===== src/rtl/riscv_cpu_pkg.sv =====
// Shared types and constants for the CPU core's branch redirect logic.
//   br_state_e             : redirect controller states
//   BR_FLUSH_DEPTH_DEFAULT : default number of younger pipeline registers to squash
//   INSTR_ALIGN_MASK       : low target bits that must be zero for a word-aligned PC
package riscv_cpu_pkg;

    typedef enum logic [1:0] {
        BR_IDLE     = 2'd0,
        BR_REDIRECT = 2'd1,
        BR_DRAIN    = 2'd2
    } br_state_e;

    localparam int unsigned BR_FLUSH_DEPTH_DEFAULT = 3;

    localparam logic [1:0] INSTR_ALIGN_MASK = 2'b11;

    // True when the low bits of a branch target break word alignment.
    function automatic logic is_misaligned(input logic [1:0] addr_lo);
        return (addr_lo & INSTR_ALIGN_MASK) != 2'b00;
    endfunction

endpackage


===== src/rtl/branch_redirect_ctl_perf_counter.sv =====
// perf_counter: 32-bit event counter that wraps modulo 2^32.
//   clk_i   : clock
//   rst_i   : synchronous active-high reset, clears the count
//   inc_i   : add one this cycle
//   count_o : registered count
module perf_counter (
    input  logic        clk_i,
    input  logic        rst_i,
    input  logic        inc_i,
    output logic [31:0] count_o
);

    logic [31:0] count_r;

    // Count register; natural 32-bit overflow gives the wrap to zero.
    always_ff @(posedge clk_i) begin
        if (rst_i) begin
            count_r <= 32'd0;
        end else if (inc_i) begin
            count_r <= count_r + 32'd1;
        end else begin
            count_r <= count_r;
        end
    end

    assign count_o = count_r;

endmodule


===== src/rtl/branch_redirect_ctl.sv =====
// branch_redirect_ctl: turns a branch resolved in MEM into a redirect request
// for fetch, squashes the younger pipeline registers, holds the pipeline until
// fetch accepts the new PC, then lets the wrong-path slots drain before the
// next branch is accepted. Also counts resolved and taken branches.
//   clk_i, rst_i             : clock, synchronous active-high reset
//   branch_valid_i, taken_i  : MEM-stage branch and its taken decision
//   target_i, stall_i        : resolved target; MEM stall (branch not consumed)
//   redirect_valid_o/pc_o    : registered redirect request to fetch
//   redirect_ready_i         : fetch accepts the redirect
//   flush_o                  : per-stage squash, bit 0 = IF/ID
//   hold_o                   : freeze pipeline register enables
//   misalign_o               : one-cycle pulse for a misaligned taken target
//   branch_cnt_o/taken_cnt_o : performance counters
module branch_redirect_ctl
    import riscv_cpu_pkg::*;
#(
    parameter int unsigned FLUSH_DEPTH = BR_FLUSH_DEPTH_DEFAULT
) (
    input  logic                   clk_i,
    input  logic                   rst_i,
    input  logic                   branch_valid_i,
    input  logic                   taken_i,
    input  logic [31:0]            target_i,
    input  logic                   stall_i,
    output logic                   redirect_valid_o,
    output logic [31:0]            redirect_pc_o,
    input  logic                   redirect_ready_i,
    output logic [FLUSH_DEPTH-1:0] flush_o,
    output logic                   hold_o,
    output logic                   misalign_o,
    output logic [31:0]            branch_cnt_o,
    output logic [31:0]            taken_cnt_o
);

    localparam logic [2:0]             DRAIN_LOAD = 3'(FLUSH_DEPTH - 1);
    localparam logic [FLUSH_DEPTH-1:0] FLUSH_ALL  = {FLUSH_DEPTH{1'b1}};

    br_state_e              state_r, state_nx_s;
    logic [2:0]             drain_cnt_r, drain_cnt_nx_s;
    logic [31:0]            redirect_pc_r, redirect_pc_nx_s;
    logic [FLUSH_DEPTH-1:0] flush_r, flush_nx_s;
    logic                   redirect_valid_r, hold_r, misalign_r, misalign_nx_s;
    logic                   consume_s, taken_s;

    // A branch is only accepted while idle and not stalled; wrong-path
    // branches seen during REDIRECT/DRAIN are dropped here.
    assign consume_s = (state_r == BR_IDLE) & branch_valid_i & ~stall_i;
    assign taken_s   = consume_s & taken_i;

    // Next-state and next-output logic.
    always_comb begin
        state_nx_s       = state_r;
        drain_cnt_nx_s   = drain_cnt_r;
        redirect_pc_nx_s = redirect_pc_r;
        flush_nx_s       = '0;
        misalign_nx_s    = 1'b0;
        case (state_r)
            BR_IDLE: begin
                if (taken_s) begin
                    flush_nx_s = FLUSH_ALL;
                    if (is_misaligned(target_i[1:0])) begin
                        // Trap path owns recovery; only squash and drain.
                        misalign_nx_s  = 1'b1;
                        state_nx_s     = BR_DRAIN;
                        drain_cnt_nx_s = DRAIN_LOAD;
                    end else begin
                        redirect_pc_nx_s = target_i;
                        state_nx_s       = BR_REDIRECT;
                    end
                end else begin
                    state_nx_s = BR_IDLE;
                end
            end
            BR_REDIRECT: begin
                // redirect_valid_o is always high here, so ready alone completes the handshake.
                if (redirect_ready_i) begin
                    state_nx_s     = BR_DRAIN;
                    drain_cnt_nx_s = DRAIN_LOAD;
                end else begin
                    state_nx_s = BR_REDIRECT;
                end
            end
            BR_DRAIN: begin
                // Leave as the counter steps to zero; a zero load leaves after one cycle.
                if (drain_cnt_r <= 3'd1) begin
                    state_nx_s     = BR_IDLE;
                    drain_cnt_nx_s = 3'd0;
                end else begin
                    drain_cnt_nx_s = drain_cnt_r - 3'd1;
                end
            end
            default: begin
                state_nx_s     = BR_IDLE;
                drain_cnt_nx_s = 3'd0;
            end
        endcase
    end

    // State and registered outputs; reset abandons any redirect in flight.
    always_ff @(posedge clk_i) begin
        if (rst_i) begin
            state_r          <= BR_IDLE;
            drain_cnt_r      <= 3'd0;
            redirect_pc_r    <= 32'd0;
            redirect_valid_r <= 1'b0;
            hold_r           <= 1'b0;
            flush_r          <= '0;
            misalign_r       <= 1'b0;
        end else begin
            state_r          <= state_nx_s;
            drain_cnt_r      <= drain_cnt_nx_s;
            redirect_pc_r    <= redirect_pc_nx_s;
            redirect_valid_r <= (state_nx_s == BR_REDIRECT);
            hold_r           <= (state_nx_s == BR_REDIRECT);
            flush_r          <= flush_nx_s;
            misalign_r       <= misalign_nx_s;
        end
    end

    perf_counter u_branch_cnt (
        .clk_i   (clk_i),
        .rst_i   (rst_i),
        .inc_i   (consume_s),
        .count_o (branch_cnt_o)
    );

    perf_counter u_taken_cnt (
        .clk_i   (clk_i),
        .rst_i   (rst_i),
        .inc_i   (taken_s),
        .count_o (taken_cnt_o)
    );

    assign redirect_valid_o = redirect_valid_r;
    assign redirect_pc_o    = redirect_pc_r;
    assign hold_o           = hold_r;
    assign flush_o          = flush_r;
    assign misalign_o       = misalign_r;

endmodule

===== config.mk =====
export PLATFORM = sky130hd
export DESIGN_NAME = branch_redirect_ctl
export DESIGN_NICKNAME = d
export VERILOG_FILES = /design/src/rtl/riscv_cpu_pkg.sv /design/src/rtl/branch_redirect_ctl_perf_counter.sv /design/src/rtl/branch_redirect_ctl.sv
export SDC_FILE = /design/constraint.sdc
export NUM_CORES = 1
export LEC_CHECK = 0
export CAP_MARGIN = 20
export CORE_ASPECT_RATIO = 0.5
export CORE_MARGIN = 10
export CORE_UTILIZATION = 40
export CTS_CLUSTER_SIZE = 14
export DETAILED_ROUTE_END_ITERATION = 8
export PLACE_DENSITY_LB_ADDON = 0.2
export SYNTH_ARGS = -nofsm -noshare
export SYNTH_HDL_FRONTEND = slang
export SYNTH_SLANG_ARGS = --single-unit

===== constraint.sdc =====
create_clock -name clk_i -period 7.5 [get_ports clk_i]
set_clock_uncertainty 0.1 [all_clocks]
set_input_delay 0.75 -clock clk_i [delete_from_list [all_inputs] [get_ports clk_i]]
set_output_delay 0.75 -clock clk_i [all_outputs]
set_load 0.005 [all_outputs]

Word level (Yosys, flattened, before mapping)
Cells that the tools add are included.
Storage, ports and cells
  bits in registers: 106
  output and inout bits: 102
  logic and storage cells: 43
Cells by class
  add/subtract/negate cells: 3
  $lt $le $gt $ge: 1
  equality and inequality tests: 6
  muxes and demuxes: 12
  bitwise operators: 7
  reductions and logical operators: 6
Operators by type and width (number)
  adder 32 x 1 -> 32 bit (second input constant): 2
  two-way mux 3 bit: 5
  one-hot mux 3 bit (3 select lines): 1
  two-way mux 2 bit: 4
  one-hot mux 2 bit (3 select lines): 1
  AND reduction 3 bit: 2
  equality test 2 x 1 -> 1 bit (second input constant): 2
  != test 2 bit (second input constant): 2
  inverter 1 bit: 4
  AND 1 bit: 3
  less-or-equal comparator 3 x 1 -> 1 bit (second input constant): 1
  OR reduction 3 bit: 1
  subtractor 3 x 1 -> 3 bit (second input constant): 1
  equality test 2 bit (second input constant): 1
  zero test 2 bit: 1
  != test 2 x 1 -> 1 bit (second input constant): 1
  nonzero test 2 bit: 1
  OR reduction 2 bit: 1
  two-way mux 1 bit: 1

Depth between registers and ports, before layout
  depth in word-level cells: 7
  gate-level depth with buffers: 7
  mapped depth without buffers: 6

By module
A second synthesis with hierarchy kept.
Second synthesis, totals
  cells, all modules: 544
  area total of the unflattened synthesis: 4855.9 um2
Modules (own cells, without submodules)
  perf_counter: instances 2, cells an instance 181, area each 1564.0 um2, sequential area each 640.6 um2
  branch_redirect_ctl: instances 1, cells an instance 182, area each 1727.9 um2, sequential area each 800.8 um2

Worst setup path before layout
No wires, ideal clock.
  path type: input -> register
  start point: in stall_i
  end point: reg u_taken_cnt.count_r[29] (netlist: u_taken_cnt.count_o[29])
  library setup time: 70 ps
  data arrival time: 2478 ps
  data required time: 7330 ps
  slack: 4852 ps
  stages: 6
  path through: or4b_4 buf_6 or3_4 buf_6 or4_1 a21oi_1
On the way
  longest elaborated chain between the ends: 3
Ends and longest elaborated chain
  start, declared: line branch_redirect_ctl.sv:24  | input logic stall_i,
  inverter 1 bit: line branch_redirect_ctl.sv:47  | assign consume_s = (state_r == BR_IDLE) & branch_valid_i & ~stall_i;
  AND 1 bit: line branch_redirect_ctl.sv:47
  AND 1 bit: line branch_redirect_ctl.sv:48  | assign taken_s = consume_s & taken_i;
  end signal, assigned: line branch_redirect_ctl_perf_counter.sv:20  | count_r <= count_r + 32'd1;
  end signal, assigned: line branch_redirect_ctl_perf_counter.sv:22  | count_r <= count_r;
  end, declared: line branch_redirect_ctl_perf_counter.sv:13  | logic [31:0] count_r;
Every way passes these cells.
A chain may end at the register's enable or synchronous reset.

Worst setup path in the final report
  start point: in stall_i
  end point: reg u_branch_cnt.count_r[24] (netlist: u_branch_cnt.count_o[24])
On the way
  longest elaborated chain between the ends: 2
Ends and longest elaborated chain (line)
  inverter 1 bit: branch_redirect_ctl.sv:47
  AND 1 bit: branch_redirect_ctl.sv:47
  end signal, assigned: branch_redirect_ctl_perf_counter.sv:20
  end signal, assigned: branch_redirect_ctl_perf_counter.sv:22
  end, declared: branch_redirect_ctl_perf_counter.sv:13
Every way passes these cells.

==> impl_metrics.json <==
{
  "most-common-layout-cells": "138 x clkdlybuf4s50_1, 104 x dfxtp_1, 85 x nand2_1",
  "num-fill-cells": 1001,
  "preCtsSetupSlack_ns": 4.12,
  "ios": 140,
  "crit_slowest_cell": "or4_1",
  "wirelength_um": 12700,
  "cts_max_level": 3,
  "wl_per_cell_um": 15.6,
  "hp-start": "redirect_pc_o[5]",
  "start_util": 0.413,
  "end_kind": "register",
  "synthesis.nets": 592,
  "maxSlewViolCount": 0,
  "arrival_ns": 3.18,
  "rrSetupSlack_ns": 4.85,
  "setup_tns_ns": 0,
  "critical_path.max_stage_delay_ns": 0.70,
  "grt_first_pass_wirelength_um": 19900,
  "crit_path_cell_trace": "clkdlybuf4s50_1 > nor4b_4 > buf_4 > nand4_1 > or4_1 > a21oi_1",
  "first_pass_iters": 5,
  "clockBufferDepth": 2,
  "multi_input_area_um2": 2290,
  "ys_types": 39,
  "max_cap_violations": 0,
  "power_mw": 1.10,
  "seqPwrFrac": 0.508,
  "rsz0062_at_grt": "no",
  "leakagePower_nw": 1.97,
  "overflow": 0,
  "via_count": 4405,
  "row_count": 27,
  "hold_buffers": 0,
  "syn_inst": 550,
  "max_freq_mhz": 332,
  "synth-seq-area-share": 0.455,
  "grt_pass1_vias": 3841,
  "setup_ws_ns": 4.49,
  "die_h_um": 95.6,
  "portBuffers": 139,
  "synth_top_cells_by_area": "dfxtp_1 45%, a21oi_1 8.6%, nand2_1 7.0%, or4_1 4.6%, o31ai_1 4.4%",
  "cts_inserted_buffers": 9,
  "nets": 707,
  "syn_area_per_cell_um2": 8.32,
  "holdWs_ns": 0.353,
  "die_x_um": 171,
  "regArea_um2": 2080,
  "yosysTopAreaCellShare": 0.455,
  "relSlewSlack": 0.331,
  "p_switching_mw": 0.253,
  "switching_share": 0.230,
  "areaGrowthSynthToFinish_pct": 38.0,
  "diodes": 0,
  "track_usage": 0.148,
  "crit_fanout": 26,
  "layout_min_cycle_time_ns": 3.01,
  "clk_latency_ns": 0.35,
  "crit_type": "in2reg",
  "start_kind": "input pin",
  "drtIter0Drc": 295,
  "via_per_inst": 5.40,
  "setup_viol": 0,
  "outcome": "finished, final reports clean",
  "syn_area_um2": 4580,
  "p_clk_frac": 0.441,
  "hold_viol_final": 0,
  "p_per_area_nw_per_um2": 175,
  "gp_congestion": 0.775,
  "tritoncts": "built",
  "reg2reg_from": "state_r[0]",
  "core_area_um2": 11100,
  "ant_nets": 0,
  "grt_max_degree": 94,
  "drive_gt1_frac": 0.0433,
  "required_ns": 7.67,
  "tightest_slew_ns": 1.00,
  "r2r_end": "u_branch_cnt.count_o[24]",
  "ys_ff_latch": 104,
  "dp_hpwl_um": 8910,
  "cts_setup_buffers": 0,
  "die_area_um2": 16400,
  "post-route-drc-count": 0,
  "yosys_warnings": 0,
  "ir_drop_uv": 98.7,
  "yosysTopAreaCell": "dfxtp_1",
  "antenna_found_initial": 0,
  "placed_cells": 799,
  "mostFrequentLayoutCell": "clkdlybuf4s50_1",
  "post_cts_resized": 0,
  "min_path_cells": 2,
  "combPwrFrac": 0.051,
  "p_int_mw": 0.849,
  "clock-sinks": 104,
  "period_share": 0.401,
  "hp-class": "reg2reg",
  "fin_cells": 815,
  "hold_end": "redirect_pc_o[5]",
  "clockRootBuffer": "clkbuf_16",
  "worstRegToRegCells": 5,
  "clkTransAtPathRegs_ns": 0.07
}
==> worst max path at each step <==
stage / end / cells after the start / slack, ns / from
2_1_floorplan: u_taken_cnt.count_o[29] / 6 / 4.85 / stall_i
3_3_place_gp: u_branch_cnt.count_o[28] / 6 / 4.19 / stall_i
3_5_place_dp: u_branch_cnt.count_o[30] / 6 / 4.12 / stall_i
4_1_cts: u_branch_cnt.count_o[30] / 6 / 4.49 / stall_i
5_1_grt: u_branch_cnt.count_o[28] / 6 / 4.25 / stall_i
6_report: u_branch_cnt.count_o[24] / 6 / 4.49 / stall_i
==> registers in the layout (all words and copies together) (netlist names) <==
signal / flops
drain_cnt_r: 3
flush_o: 1
hold_o: 1
misalign_o: 1
redirect_pc_o: 32
state_r: 2
u_branch_cnt.count_o: 32
u_taken_cnt.count_o: 32
==> Yosys cell counts <==
| library cell | count |
|---|---|
| nor4_1 | 2 |
| nand2_1 | 85 |
| nand3b_1 | 1 |
| mux2_2 | 1 |
| nand4b_1 | 1 |
| o31a_1 | 1 |
| inv_1 | 11 |
| and3_1 | 7 |
| nor2_1 | 24 |
| o21ba_2 | 1 |
| nor4b_2 | 1 |
| or3_1 | 17 |
| or4b_4 | 1 |
| dfxtp_1 | 104 |
| nand4_1 | 22 |
| buf_6 | 3 |
| or4b_2 | 1 |
| o31ai_1 | 27 |
| a21o_1 | 1 |
| clkbuf_1 | 31 |
| buf_1 | 1 |
| a221oi_1 | 3 |
| buf_4 | 3 |
| xnor2_1 | 5 |
| nand3_1 | 25 |
| nor3_1 | 2 |
| and2_1 | 6 |
| o21ai_0 | 18 |
| and4_1 | 13 |
| or4_1 | 28 |
| a21oi_1 | 79 |
| or3_4 | 1 |
| buf_2 | 1 |
| nand2b_1 | 2 |
| nor2b_1 | 1 |
| xor2_1 | 13 |
| nor3b_1 | 2 |
| ha_1 | 4 |
| or2_2 | 1 |
==> power groups by stage <==
stage	clock [mW]	combinational [mW]	sequential (mW)
after floorplan	0	0.0245	0.572
after global placement	0	0.0565	0.573
after detailed placement	0	0.0566	0.573
after CTS	0.494	0.0570	0.560
after global routing	0.516	0.0616	0.560
final	0.486	0.0564	0.560
==> cell families (layout without fill, tap and decap cells) <==
kind of cell,count (synthesis),in the layout,share of synthesized area
mux,1,1,0.00246
flops,104,104,0.455
fa+ha+maj,4,4,0.0109
compound gates,130,130,0.162
xor+xnor,18,18,0.0344
buf+inv,50,170,0.0487
simple gates,243,243,0.287
==> through the flow <==
step | cell area (µm²) | util
final | 6310 | 0.570
after global routing | 6310 | 0.570
after CTS | 6310 | 0.570
after detailed placement | 6010 | 0.542
after global placement | 6010 | 0.542
after floorplan | 4580 | -
==> critical path, delay by kind of cell <==
family,cells,cell delay (ns)
AO/OA/AOI/OAI,1,0.15
buffers and inverters,2,0.76
AND/OR/NAND/NOR,3,1.51
==> final cells by class <==
type                            count  area share
Clock buffer                        9      0.0357
Sequential cell                   104       0.330
Inverter                           11     0.00654
Tap cell                          145      0.0287
Multi-Input combinational cell    396       0.362
Timing Repair Buffer              143       0.225
Clock inverter                      7      0.0127
==> layer usage <==
layer | routed length, µm | part of all wire | GRT usage | vias to the layer above
met2 | 5920 | 0.47 | 0.230 | 113
li1 | - | - | - | 2219
met3 | 1070 | 0.085 | 0.0660 | 8
met4 | 100 | 0.0079 | 0.0374 | 0
met1 | 5610 | 0.44 | 0.186 | 2065
met5 | 0 | 0 | 0 | -
No activity file was read; power rests on OpenSTA's default activity.
